<file path="config.mk">
export PLATFORM = sky130hd
export DESIGN_NAME = vga_dvd_decoder_flat
export DESIGN_NICKNAME = d
export VERILOG_FILES = /design/src/rtl/vga_dvd_decoder_if.sv /design/src/rtl/vga_dvd_decoder.sv /design/src/flat_wrapper.sv
export SDC_FILE = /design/constraint.sdc
export NUM_CORES = 1
export LEC_CHECK = 0
export ABC_AREA = 0
export BUFFER_PORTS_ARGS = -buffer_cell sky130_fd_sc_hd__buf_4
export CORE_UTILIZATION = 35
export CTS_CLUSTER_DIAMETER = 40
export CTS_CLUSTER_SIZE = 14
export DETAILED_ROUTE_END_ITERATION = 10
export GPL_ROUTABILITY_DRIVEN = 0
export PLACE_DENSITY = 0.52
export SYNTH_ARGS = -nofsm -noshare
export SYNTH_HDL_FRONTEND = slang
export SYNTH_SLANG_ARGS = --single-unit
</file>
<file path="constraint.sdc">
create_clock -name clk -period 7 [get_ports clk]
set_clock_uncertainty 0.05 [all_clocks]
set_input_delay 0.35 -clock clk [delete_from_list [all_inputs] [get_ports clk]]
set_output_delay 0.35 -clock clk [all_outputs]
set_load 0.02 [all_outputs]
</file>
<file path="src/rtl/vga_dvd_decoder_if.sv">
// Video-in / decode-result bundle between a TinyVGA source and the decoder.
// Latency: none, wires only.
// Backpressure: none; the pixel stream and result pulse are free-running.
interface vga_dvd_decoder_if;
    logic [7:0] vga_in;
    logic [4:0] dvd_x;
    logic [3:0] dvd_y;
    logic [5:0] fg_rgb;
    logic       result_valid;
    logic       locked;
    logic       timing_err;
    logic       blank_err;
    logic       decode_err;

    // Video source side: drives the PMOD byte, observes the decode result.
    modport master (
        output vga_in,
        input  dvd_x, dvd_y, fg_rgb, result_valid, locked,
        input  timing_err, blank_err, decode_err
    );

    // Decoder side.
    modport slave (
        input  vga_in,
        output dvd_x, dvd_y, fg_rgb, result_valid, locked,
        output timing_err, blank_err, decode_err
    );
endinterface

</file>
<file path="src/rtl/vga_dvd_decoder.sv">
// Recovers the bouncing-target cell and colour from a TinyVGA PMOD pixel stream.
// Latency: result_valid two clocks after the registered vsync fall is first seen.
// Backpressure: none; pixels are consumed every clock, results are one-cycle pulses.
module vga_dvd_decoder #(
    parameter int H_TOTAL     = 800,
    parameter int V_TOTAL     = 525,
    parameter int H_ACT_START = 144,
    parameter int V_ACT_START = 35,
    parameter int H_ACT       = 640,
    parameter int V_ACT       = 480
) (
    input  logic               clk,
    input  logic               rst_n,
    vga_dvd_decoder_if.slave   bus
);
    localparam logic [9:0]  CNT_MAX = 10'h3FF;
    localparam logic [9:0]  H_ST    = 10'(H_ACT_START);
    localparam logic [9:0]  H_EN    = 10'(H_ACT_START + H_ACT);
    localparam logic [9:0]  V_ST    = 10'(V_ACT_START);
    localparam logic [9:0]  V_EN    = 10'(V_ACT_START + V_ACT);
    localparam logic [9:0]  H_LAST  = 10'(H_TOTAL - 1);
    localparam logic [9:0]  V_LINES = 10'(V_TOTAL);
    // A target is one full 32x32 cell; a target parked at (0,0) is seen as
    // "everything else differs from the first pixel".
    localparam logic [18:0] MM_TGT  = 19'd1024;
    localparam logic [18:0] MM_BG   = 19'(H_ACT * V_ACT - 1024);
    localparam logic [4:0]  CX_LIM  = 5'(H_ACT / 32);
    localparam logic [3:0]  CY_LIM  = 4'(V_ACT / 32);

    logic [7:0]  in_q, in_qq;
    logic [9:0]  hcnt, lcnt;
    logic        h_seen, v_seen;
    logic [5:0]  c0;
    logic        c0_vld;
    logic [18:0] mm_cnt;
    logic [4:0]  fm_x;
    logic [3:0]  fm_y;
    logic        multi, match_out, tflag, bflag;
    logic        ev_pend, ev_ok, ev_terr, ev_berr;
    logic [4:0]  ev_x, dvd_x_q;
    logic [3:0]  ev_y, dvd_y_q;
    logic [5:0]  ev_rgb, fg_rgb_q;
    logic        result_valid_q, locked_q, timing_err_q, blank_err_q, decode_err_q;

    // Edges are seen between the input register and its delayed copy, so the
    // colour in in_qq lines up with hcnt/lcnt on the same cycle.
    logic       hs_fall, vs_fall, vis, is_origin, h_bad, v_bad, tgt_ok, bg_ok;
    logic [5:0] rgb;
    logic [9:0] px_x, px_y;
    logic [4:0] cell_x;
    logic [3:0] cell_y;

    assign hs_fall   = in_qq[7] & ~in_q[7];
    assign vs_fall   = in_qq[3] & ~in_q[3];
    assign rgb       = {in_qq[0], in_qq[4], in_qq[1], in_qq[5], in_qq[2], in_qq[6]};
    assign vis       = (hcnt >= H_ST) && (hcnt < H_EN) && (lcnt >= V_ST) && (lcnt < V_EN);
    assign px_x      = hcnt - H_ST;
    assign px_y      = lcnt - V_ST;
    assign cell_x    = 5'(px_x >> 5);
    assign cell_y    = 4'(px_y >> 5);
    assign is_origin = (hcnt == H_ST) && (lcnt == V_ST);
    // No reference before the first hsync after reset, so that interval is not judged.
    assign h_bad     = hs_fall & h_seen & (hcnt != H_LAST);
    // An hsync fall coinciding with vsync loses its increment to the lcnt reload.
    assign v_bad     = (lcnt + {9'd0, hs_fall}) != V_LINES;
    assign tgt_ok    = c0_vld && (mm_cnt == MM_TGT) && !multi &&
                       (fm_x < CX_LIM) && (fm_y < CY_LIM);
    assign bg_ok     = c0_vld && (mm_cnt == MM_BG) && !match_out;

    // Input pipeline and raster counters; vsync reload wins over the hsync increment.
    always_ff @(posedge clk or negedge rst_n) begin
        if (!rst_n) begin
            in_q   <= 8'h88;
            in_qq  <= 8'h88;
            hcnt   <= '0;
            lcnt   <= '0;
            h_seen <= 1'b0;
            v_seen <= 1'b0;
        end else begin
            in_q  <= bus.vga_in;
            in_qq <= in_q;
            if (hs_fall)
                hcnt <= '0;
            else if (hcnt != CNT_MAX)
                hcnt <= hcnt + 10'd1;
            if (vs_fall)
                lcnt <= '0;
            else if (hs_fall && lcnt != CNT_MAX)
                lcnt <= lcnt + 10'd1;
            if (hs_fall)
                h_seen <= 1'b1;
            if (vs_fall)
                v_seen <= 1'b1;
        end
    end

    // Per-frame pixel statistics; wiped on every vsync fall once evaluated.
    always_ff @(posedge clk or negedge rst_n) begin
        if (!rst_n) begin
            c0 <= '0; c0_vld <= 1'b0; mm_cnt <= '0; fm_x <= '0; fm_y <= '0;
            multi <= 1'b0; match_out <= 1'b0; tflag <= 1'b0; bflag <= 1'b0;
        end else if (vs_fall) begin
            c0 <= '0; c0_vld <= 1'b0; mm_cnt <= '0; fm_x <= '0; fm_y <= '0;
            multi <= 1'b0; match_out <= 1'b0; tflag <= 1'b0; bflag <= 1'b0;
        end else begin
            if (h_bad)
                tflag <= 1'b1;
            if (vis) begin
                if (is_origin) begin
                    c0     <= rgb;
                    c0_vld <= 1'b1;
                end else if (c0_vld) begin
                    if (rgb != c0) begin
                        if (mm_cnt != '1)
                            mm_cnt <= mm_cnt + 19'd1;
                        if (mm_cnt == '0) begin
                            fm_x <= cell_x;
                            fm_y <= cell_y;
                        end else if (cell_x != fm_x || cell_y != fm_y || rgb != ~c0) begin
                            multi <= 1'b1;
                        end
                    end else if (cell_x != 5'd0 || cell_y != 4'd0) begin
                        match_out <= 1'b1;
                    end
                end
            end else if (rgb != 6'd0) begin
                bflag <= 1'b1;
            end
        end
    end

    // Frame verdict captured on the vsync-fall cycle, including that cycle's checks.
    always_ff @(posedge clk or negedge rst_n) begin
        if (!rst_n) begin
            ev_pend <= 1'b0; ev_ok <= 1'b0; ev_terr <= 1'b0; ev_berr <= 1'b0;
            ev_x <= '0; ev_y <= '0; ev_rgb <= '0;
        end else begin
            ev_pend <= vs_fall;
            if (vs_fall) begin
                ev_ok   <= tgt_ok | bg_ok;
                ev_terr <= tflag | ~v_seen | h_bad | v_bad;
                ev_berr <= bflag;
                ev_x    <= tgt_ok ? fm_x : 5'd0;
                ev_y    <= tgt_ok ? fm_y : 4'd0;
                ev_rgb  <= tgt_ok ? ~c0 : c0;
            end
        end
    end

    // Publish the verdict; target outputs hold their last good value on a failed decode.
    always_ff @(posedge clk or negedge rst_n) begin
        if (!rst_n) begin
            result_valid_q <= 1'b0; locked_q <= 1'b0; timing_err_q <= 1'b0;
            blank_err_q <= 1'b0; decode_err_q <= 1'b0;
            dvd_x_q <= '0; dvd_y_q <= '0; fg_rgb_q <= '0;
        end else begin
            result_valid_q <= ev_pend;
            if (ev_pend) begin
                timing_err_q <= ev_terr;
                blank_err_q  <= ev_berr;
                decode_err_q <= ~ev_ok;
                locked_q     <= ~ev_terr;
                if (ev_ok) begin
                    dvd_x_q  <= ev_x;
                    dvd_y_q  <= ev_y;
                    fg_rgb_q <= ev_rgb;
                end
            end
        end
    end

    assign bus.dvd_x        = dvd_x_q;
    assign bus.dvd_y        = dvd_y_q;
    assign bus.fg_rgb       = fg_rgb_q;
    assign bus.result_valid = result_valid_q;
    assign bus.locked       = locked_q;
    assign bus.timing_err   = timing_err_q;
    assign bus.blank_err    = blank_err_q;
    assign bus.decode_err   = decode_err_q;
endmodule

</file>
<file path="src/flat_wrapper.sv">
// flat-port wrapper written by rule: the top's interface ports become plain ports
module vga_dvd_decoder_flat 
#(
    parameter int H_TOTAL     = 800,
    parameter int V_TOTAL     = 525,
    parameter int H_ACT_START = 144,
    parameter int V_ACT_START = 35,
    parameter int H_ACT       = 640,
    parameter int V_ACT       = 480
)
  (clk, rst_n, bus_vga_in, bus_dvd_x, bus_dvd_y, bus_fg_rgb, bus_result_valid, bus_locked, bus_timing_err, bus_blank_err, bus_decode_err);
  vga_dvd_decoder_if bus_i ();
  input  logic clk;
  input  logic rst_n;
  input wire logic [$bits(bus_i.vga_in)-1:0] bus_vga_in;
  output wire logic [$bits(bus_i.dvd_x)-1:0] bus_dvd_x;
  output wire logic [$bits(bus_i.dvd_y)-1:0] bus_dvd_y;
  output wire logic [$bits(bus_i.fg_rgb)-1:0] bus_fg_rgb;
  output wire logic [$bits(bus_i.result_valid)-1:0] bus_result_valid;
  output wire logic [$bits(bus_i.locked)-1:0] bus_locked;
  output wire logic [$bits(bus_i.timing_err)-1:0] bus_timing_err;
  output wire logic [$bits(bus_i.blank_err)-1:0] bus_blank_err;
  output wire logic [$bits(bus_i.decode_err)-1:0] bus_decode_err;
  assign bus_i.vga_in = bus_vga_in;
  assign bus_dvd_x = bus_i.dvd_x;
  assign bus_dvd_y = bus_i.dvd_y;
  assign bus_fg_rgb = bus_i.fg_rgb;
  assign bus_result_valid = bus_i.result_valid;
  assign bus_locked = bus_i.locked;
  assign bus_timing_err = bus_i.timing_err;
  assign bus_blank_err = bus_i.blank_err;
  assign bus_decode_err = bus_i.decode_err;
  vga_dvd_decoder #(.H_TOTAL(H_TOTAL), .V_TOTAL(V_TOTAL), .H_ACT_START(H_ACT_START), .V_ACT_START(V_ACT_START), .H_ACT(H_ACT), .V_ACT(V_ACT)) u_core (.clk(clk), .rst_n(rst_n), .bus(bus_i));
endmodule
</file>
# --- Word-level counts from Yosys, hierarchy flattened ---
# Index checks and enable logic that the tools add are counted.
# W data, S select, Z words.
totals:
  register_bits: 116
  mem_count: 0
  latchBits: 0
  ram_bits: 0
  inputBits: 10
  romBits: 0
  out_inout_bits: 20
  word_cells: 161
op_classes:
  n_eq_ne: 17
  shifts: 0
  multipliers: 0
  magnitude_cmp: 6
  muxes: 49
  n_div: 0
  add_sub_neg: 6
  reduce_logical: 39
  bitwise: 14
op_table:
  columns: ["operator", "count"]
  rows:
  - ["$mux W19", 6]
  - ["$mux W10", 4]
  - ["$ne A10 B10 Y1 const B", 4]
  - ["$mux W5", 7]
  - ["$mux W4", 7]
  - ["$mux W6", 4]
  - ["$reduce_bool A2 Y1", 12]
  - ["$mux W1", 21]
  - ["$add A10 B1 Y10 const B", 2]
  - ["$lt A10 B10 Y1 const B", 2]
  - ["$add A19 B1 Y19 const B", 1]
  - ["$eq A19 B11 Y1 const B", 1]
  - ["$eq A19 B19 Y1 const B", 1]
  - ["$logic_not A19 Y1", 1]
  - ["$ne A19 B19 Y1 const B", 1]
  - ["$reduce_and A5 Y1", 3]
  - ["$ne A6 B6 Y1", 2]
  - ["$logic_and A1 B1 Y1", 11]
  - ["$add A10 B1 Y10", 1]
  - ["$eq A10 B6 Y1 const B", 1]
  - ["$eq A10 B8 Y1 const B", 1]
  - ["$ge A10 B6 Y1 const B", 1]
  - ["$ge A10 B8 Y1 const B", 1]
  - ["$sub A10 B8 Y10 const B", 1]
  - ["other kinds (17)", 35]

# --- Depth between registers and ports, before layout ---
# Gate-level depths: netlist (run 1).
logic_depth:
  word_depth: 11
  ltp_mapped: 11
  depth_no_buf: 8

# --- Least setup slack after synthesis (run 1) ---
# No wires, ideal clock.
synth_timing:
  path_type: "register to register"
  startpoint: "reg u_core.hcnt[5]"
  endpoint: "reg u_core.fm_y[2]"
  period_less_slack_ps: 2325
  n_path_buf: 3
  stages_incl_launch_ff: 12
  t_required_ps: 6804
  setup_ps: 146
  arrival_ps: 2129
  slack_ps: 4675
  path_cell_list: "dfrtp_1 > inv_1 > ha_1 > nor2b_1 > nand4_1 > or3_1 > buf_6 > and4_1 > buf_2 > buf_6 > a31oi_1 > a211oi_1"
synth_between:
  elab_chain_cells: 6
  elab_cells_between_ends: 10
  cone_classes: "2 x order compare; 2 x eq/ne; 6 x reduce/logical"
synth_lines:
  columns: ["item", "line_no", "rtl"]
  rows:
  - ["from (decl)", "vga_dvd_decoder.sv:31", "logic [9:0] hcnt, lcnt;"]
  - ["from (signal assigned)", "vga_dvd_decoder.sv:85", "hcnt <= hcnt + 10'd1;"]
  - ["$ge A10 B8 Y1 / $lt A10 B10 Y1 (equally long branches)", "vga_dvd_decoder.sv:56", "assign vis = (hcnt >= H_ST) && (hcnt < H_EN) && (lcnt >= V_ST) && (lcnt < V_EN);"]
  - ["$logic_and A1 B1 Y1 (3 in series)", "vga_dvd_decoder.sv:56", null]
  - ["$reduce_bool A2 Y1 (no source line)", null, null]
  - ["$reduce_and A5 Y1 (no source line) *", null, null]
  - ["to (signal assigned)", "vga_dvd_decoder.sv:118", "fm_y <= cell_y;"]
  - ["to (decl)", "vga_dvd_decoder.sv:37", "logic [3:0] fm_y;"]
# Every way passes the cells marked *; elsewhere a longest branch is shown, timed or not.
# A chain may end at the register's enable or synchronous reset.

# --- Worst setup path in the final report (run 1) ---
layout_timing:
  startpoint: "reg u_core.hcnt[5]"
  endpoint: "reg u_core.mm_cnt[18]"
layout_between:
  elab_chain_cells: 6
  elab_cells_between_ends: 10
  cone_classes: "2 x order compare; 2 x eq/ne; 6 x reduce/logical"
layout_lines:
  columns: ["item", "line_no", "rtl"]
  rows:
  - ["$ge A10 B8 Y1 / $lt A10 B10 Y1 (equally long branches)", "vga_dvd_decoder.sv:56", null]
  - ["$logic_and A1 B1 Y1 (3 in series)", "vga_dvd_decoder.sv:56", null]
  - ["$reduce_bool A2 Y1 (no source line)", null, null]
  - ["$reduce_and A5 Y1 (no source line) *", null, null]
  - ["to (signal assigned)", "vga_dvd_decoder.sv:115", "mm_cnt <= mm_cnt + 19'd1;"]
  - ["to (decl)", "vga_dvd_decoder.sv:35", "logic [18:0] mm_cnt;"]
# Marked as above.

==> results of run 1 <==
-- kinds of logic (layout without fill, tap and decap cells) --
logic type,after synthesis,count (layout),share of synthesized area (%)
AOI/OAI and AO/OA,87,87,10.7
xor gates and xnor gates,42,42,6.31
adders and majority gates,10,10,2.10
buffers and inverters,54,88,4.62
DFF,116,116,48.9
muxes,34,34,6.08
and+or+nand+nor,235,235,21.4
-- power breakdown --
| part | switching (W) | leakage (nW) | total (W) | internal, W |
|---|---|---|---|---|
| clock network | 0.000326 | 0.296 | 0.000900 | 0.000574 |
| registers | 0.0000279 | 1.53 | 0.000720 | 0.000692 |
| logic | 0.0000629 | 1.32 | 0.000104 | 0.0000411 |
| total | 0.000417 | 3.15 | 0.00172 | 0.00131 |
-- area by class of cell --
class,count,area [sq um]
clock buffers,19,443
clock inverters,13,174
fillers,1627,9630
inverters,15,56.3
multi-input cells,408,2770
flip-flops and latches,116,2910
well taps,220,275
repair buffers,41,328
-- final timing paths --
path,start,end,cells after the start
max,u_core.hcnt[5]$_DFFE_PN0P_,u_core.mm_cnt[18]$_DFFE_PN0P_,8
min,rst_n,u_core.mm_cnt[4]$_DFFE_PN0P_,1
max reg2reg,u_core.hcnt[5]$_DFFE_PN0P_,u_core.mm_cnt[18]$_DFFE_PN0P_,8
min reg2reg,u_core.in_q[4]$_DFF_PN0_,u_core.in_qq[4]$_DFF_PN0_,0
max in group asynchronous,rst_n,u_core.bus.dvd_x[1]$_DFFE_PN0P_,2
min in group clk,u_core.in_q[4]$_DFF_PN0_,u_core.in_qq[4]$_DFF_PN0_,0
-- state kept, by name (all words and copies together) (netlist names), 4 cells and up --
name               flops
u_core.c0              6
u_core.fm_x            5
u_core.hcnt           10
u_core.mm_cnt         19
u_core.ev_x            5
u_core.bus.fg_rgb      6
u_core.bus.dvd_y       4
u_core.fm_y            4
u_core.in_q            8
u_core.ev_rgb          6
u_core.ev_y            4
u_core.in_qq           8
u_core.bus.dvd_x       5
u_core.lcnt           10
-- Yosys cell counts, drive strengths merged (2+ instances only) --
cell type    n
dfstp        4
nor4         7
nor2        48
ha          10
buf         23
o31ai       10
nand3b       2
mux2i       17
xnor2       27
and3         5
nor4b        3
nand2b      11
o311ai       3
and2         2
and4         5
xor2        15
o21ai       17
inv         15
dfrtp      112
o21a         2
nand3       29
a31oi       11
o41ai        6
a211oi       6
nand2       61
mux2        17
nor2b        2
or2          3
or4         11
clkbuf      16
or3          5
a21oi       21
nand4       27
nor3        12
-- through the flow --
stage	total power [W]	worst slack [ps]	std cells	cell area, sq um	utilization (%)
6_report	0.00172	4120	832	6960	41.9
3_3_place_gp	0.000830	4330	792	6260	37.7
3_5_place_dp	0.000833	4160	792	6260	37.7
4_1_cts	0.00174	4140	832	6960	41.9
5_1_grt	0.00180	3870	832	6960	41.9
2_1_floorplan	0.000793	4680	578	5950	-
-- metal layers --
metal | track usage [%] | vias up
met5 | 0 | -
met4 | 5.49 | 0
met3 | 4.34 | 10
met2 | 25.1 | 61
met1 | 21.2 | 2118
li1 | - | 2118
-- critical path, stage by stage (launching register included) --
cell and delay (ps):
dfrtp_1 420, inv_1 120, ha_1 190, nor2b_1 130, nand4_1 140, or3_1 460, and4_1 630, nand3_1 290
o41ai_1 320
-- cell usage in the layout (no fill, tap or decap), types with 3 or more instances in the layout --
master	synthesis	routed
bufinv_16	0	3
a31oi_1	9	9
inv_1	15	15
mux2i_1	17	17
nand4_1	26	26
nor3_1	8	8
a21oi_1	21	21
xor2_1	15	15
nand2_1	60	60
nand3_1	29	29
o41ai_1	4	4
nor2_1	48	48
dlygate4sd3_1	0	8
or4_1	10	10
xnor2_1	26	26
nor4_1	6	6
clkbuf_16	0	17
mux2_2	17	17
ha_1	10	10
o21ai_0	14	14
and3_1	5	5
dfrtp_1	112	112
o21ai_1	3	3
and4_1	5	5
nand2b_1	10	9
dfstp_2	4	4
a211oi_1	6	6
buf_4	5	33
nor4b_1	3	3
or3_1	4	4
o31ai_1	10	10
clkinv_4	0	4
==> impl_metrics.csv, run 1 <==
group,metric,value,unit
global_routing,grt_use_total,16.0,%
cts,cts_setup_buffers,0,
pwr,irDropWorstVdd,0.168,mV
yosys,synth-edff-count,0,
outcome,violations,"negative hold slack",
cts,cts.clk_slew.worst_paths,60,ps
pwr,cellPowerDensity,248,nW/um^2
detailed_routing,routed-wl-met2,5890,microns
yosys,yosysSeqAreaShare,48.9,%
critical_path,cp-start-kind,"register",
yosys,syn-instance-count,578,
detailed_routing,highest_layer,"met4",
finish,n_antenna_cell,0,
finish,syn2layout_area_growth,16.9,%
finish,nets,619,
timing,setup_tns,0,ps
yosys,synth-seq-cells,116,
floorplan,coreArea,16600,sq um
floorplan,initial_core_util,35.9,%
place,io_buffers,29,
critical_path,end_kind,"register",
floorplan,dieArea,17500,sq um
cts,cts_buffer_depth,2,
cts,clock-root-buffer,"clkbuf_16",
global_routing,antenna_found_initial,0,
timing,grt_setup_unrepaired,"false",
global_routing,grt_max_degree,63,
run,cap_violations,0,
global_routing,grt_overflow,0,
yosys,synth_ff_type,"dfrtp_1",
detailed_routing,wirelength,12700,microns
detailed_routing,viasPerCell,5.18,
timing,fin_hold_ws,-27.2,ps
cts,cts-resized-gates,0,
yosys,synth_top_area_share,47.1,%
yosys,synthArstFlopShare,100,%
detailed_routing,wl_met3,397,microns
outcome,status,"finished, violations left",
yosys,synth_area_leaders,"dfrtp_1 47%, xnor2_1 3.8%, nand2_1 3.8%",
global_routing,grt_pass1_vias,4341,
critical_path,worstPathRequired,7260,ps
critical_path,rrSetupSlack,4120,ps
timing,setup_violations,0,
yosys,syn_nets,598,
cts,htreeDepth,4,
place,dpl.hpwl,8610,microns
timing,relSlewSlack,38.1,%
yosys,syn_area,5950,sq um
timing,hold_violations,30,
critical_path,critPathMaxFanout,16,
global_routing,grt_pass1_wl,22100,microns
detailed_routing,dr.pass1.iters,4,
timing,fin_crit_sh,41.1,%
cts,clock_sinks,116,
floorplan,fp.dieW,132,microns
cts,cts_tree,"done",
detailed_routing,wl_per_cell,15.2,microns
floorplan,rows,47,
detailed_routing,drc,0,
pwr,p_leak,3.15,nW
detailed_routing,ant_nets,0,
detailed_routing,drt-initial-drc-count,200,
timing,min_period,2880,ps
timing,tightest_slew,929,ps
finish,drive_above_1_share,17.0,%
cts,hold_buffers,8,
yosys,synth_area_leader_cell,"dfrtp_1",
detailed_routing,wl_met1,6260,microns
floorplan,die_y,132,microns
critical_path,cp.arrival,3130,ps
critical_path,setup.worst_path.class,"register to register",
floorplan,ios,30,
detailed_routing,vias,4307,
yosys,synth_cell_types,65,
yosys,ys_warn_count,0,
cts,insertion_delay,420,ps
cts,cts_buffers,17,
timing,drv_slew,0,
timing,clock.fmax,348,MHz
worst_hold_path,hp-class,"primary input to asynchronous set/reset pin",
yosys,syn_area_per_cell,10.3,sq um
No activity file was read; power rests on OpenSTA's default activity.
==> inputs of run 2 (changes only) <==
--- a/config.mk
+++ b/config.mk
@@ -12,7 +12,7 @@
 export CTS_CLUSTER_SIZE = 14
 export DETAILED_ROUTE_END_ITERATION = 10
 export GPL_ROUTABILITY_DRIVEN = 0
-export PLACE_DENSITY = 0.52
+export PLACE_DENSITY = 0.54
 export SYNTH_ARGS = -nofsm -noshare
 export SYNTH_HDL_FRONTEND = slang
 export SYNTH_SLANG_ARGS = --single-unit
==> constraint.sdc (replaced) <==
create_clock -name clk -period 2.55 [get_ports clk]
set_clock_uncertainty 0.05 [all_clocks]
set_input_delay 0.1275 -clock clk [delete_from_list [all_inputs] [get_ports clk]]
set_output_delay 0.1275 -clock clk [all_outputs]
set_load 0.02 [all_outputs]
==> impl_metrics.csv, run 2 (synthesis gave the netlist of run 1 again) <==
group,metric,value,unit
critical_path,crit_start,"u_core.hcnt[4]$_DFFE_PN0P_",
global_routing,antenna_found_initial,0,
cts,cts_buffers,17,
worst_hold_path,hp-class,"primary input to asynchronous set/reset pin",
cts,htreeDepth,4,
detailed_routing,wl_per_cell,15.3,microns
floorplan,die_y,132,microns
critical_path,worstSetupEndpoint,"u_core.mm_cnt[2]$_DFFE_PN0P_",
critical_path,end_kind,"register",
floorplan,rows,47,
timing,fin_crit_sh,96.3,%
critical_path,crit_chain,"inv_1, ha_1, nand2b_4, o211a_1, a31oi_4, nand4_4, or4_1, a21oi_1",
cts,clock_sinks,116,
timing,setup_violations,0,
critical_path,worstPathRequired,2830,ps
finish,drive_above_1_share,22.2,%
floorplan,fp.dieW,132,microns
cts,cts_tree,"done",
detailed_routing,ant_nets,0,
finish,regMostFlops,"u_core.mm_cnt",
critical_path,worst_path_max_delay_cell,"or4_1",
critical_path,rr_startpoint,"u_core.hcnt[4]$_DFFE_PN0P_",
place,place_inst,826,
global_routing,grt_overflow,0,
timing,relSlewSlack,58.7,%
timing,grt_setup_unrepaired,"true",
finish,mostFrequentLayoutCells,"112 x dfrtp_1, 65 x buf_4, 60 x nand2_1",
floorplan,initial_core_util,35.9,%
detailed_routing,wirelength,13300,microns
cts,insertion_delay,420,ps
timing,min_period,2460,ps
finish,largest_reg_flops,19,
detailed_routing,dr.pass1.iters,5,
floorplan,coreArea,16600,sq um
finish,syn2layout_area_growth,21.9,%
critical_path,setup.worst_path.class,"register to register",
cts,clock-root-buffer,"clkbuf_16",
finish,stdcell_count,868,
timing,hold_violations,0,
place,dpl.hpwl,9120,microns
finish,stdcell_area,7250,sq um
place,place_area,6540,sq um
pwr,irDropWorstVdd,0.430,mV
critical_path,critPathMaxFanout,12,
critical_path,rrSetupSlack,90,ps
critical_path,rr_worst_depth,8,
timing,tightest_slew,617,ps
detailed_routing,drc,0,
critical_path,cp.arrival,2740,ps
finish,reg.largest.list,"u_core.mm_cnt x19, u_core.hcnt x10, u_core.lcnt x10",
cts,cts.clk_slew.worst_paths,60,ps
detailed_routing,viasPerCell,5.19,
detailed_routing,vias,4501,
outcome,status,"completed",
place,io_buffers,29,
finish,final_common_cell,"dfrtp_1",
floorplan,dieArea,17500,sq um
critical_path,cp-start-kind,"register",
global_routing,grt_pass1_vias,4402,
pwr,p_leak,3.35,nW
cts,cts_setup_buffers,0,
global_routing,grt_use_total,16.0,%
finish,n_antenna_cell,0,
critical_path,critical-path-max-stage-delay,550,ps
finish,nets,655,
timing,drv_slew,0,
cts,cts_buffer_depth,2,
global_routing,grt_max_degree,52,
critical_path,r2r_end,"u_core.mm_cnt[2]$_DFFE_PN0P_",
floorplan,ios,30,
timing,clock.fmax,407,MHz
pwr,cellPowerDensity,636,nW/um^2
run,cap_violations,0,
global_routing,grt_pass1_wl,22300,microns
detailed_routing,drt-initial-drc-count,283,
==> run 2: how the worst min path moves through the flow <==
stage	start	endpoint	depth (start not counted)	slack (ps)
final	rst_n	u_core.mm_cnt[13]$_DFFE_PN0P_	2	200
after global routing	rst_n	u_core.mm_cnt[13]$_DFFE_PN0P_	2	220
after CTS	rst_n	u_core.mm_cnt[4]$_DFFE_PN0P_	2	200
after detailed placement	rst_n	u_core.mm_cnt[4]$_DFFE_PN0P_	1	110
after global placement	rst_n	u_core.mm_cnt[4]$_DFFE_PN0P_	1	110
after floorplan	rst_n	u_core.bflag$_DFFE_PN0P_	0	-220
==> run 2: area by class of cell <==
type | count | area (sq um)
repair buffers | 76 | 618
flip-flops and latches | 116 | 2910
inverters | 15 | 56.3
well taps | 220 | 275
clock buffers | 18 | 439
fillers | 1595 | 9330
clock inverters | 14 | 141
multi-input cells | 409 | 2820
==> run 2: worst max-delay path: cells and delay by family, from the launching register on <==
kind	cells	cell delay, ps
simple gates	3	900
fa+ha+maj	1	240
flops	1	400
compound gates	3	690
buf+inv	1	100
==> run 2: per-stage QoR <==
stage / hold slack [ps] / worst slack [ps] / TNS, ps / utilization [%] / total power, W
floorplan: -218 / 225 / 0 / - / 0.00218
global placement: 106 / 196 / 0 / 39.4 / 0.00232
detailed placement: 107 / 73.4 / 0 / 39.4 / 0.00233
CTS: 197 / 45.4 / 0 / 43.5 / 0.00469
global route: 223 / -59.3 / -277 / 43.7 / 0.00483
finish: 198 / 93.4 / 0 / 43.7 / 0.00461
==> run 2: timing repair <==
action / CTS / global route
resized for setup: 0 / 6
hold buffers: 9 / 0
setup endpoints to repair: 0 / 15
hold endpoints to repair: 45 / 0
==> run 2: routing by layer <==
layer	GRT usage, %	share of wire [%]
met3	3.92	3.8
met1	21.6	48
met5	0	0
met2	25.3	47
met4	5.43	1.4
==> run 2: power breakdown <==
part,internal [W],switching [W]
Sequential,0.00190,0.0000390
Clock,0.00139,0.000914
Combinational,0.000151,0.000216
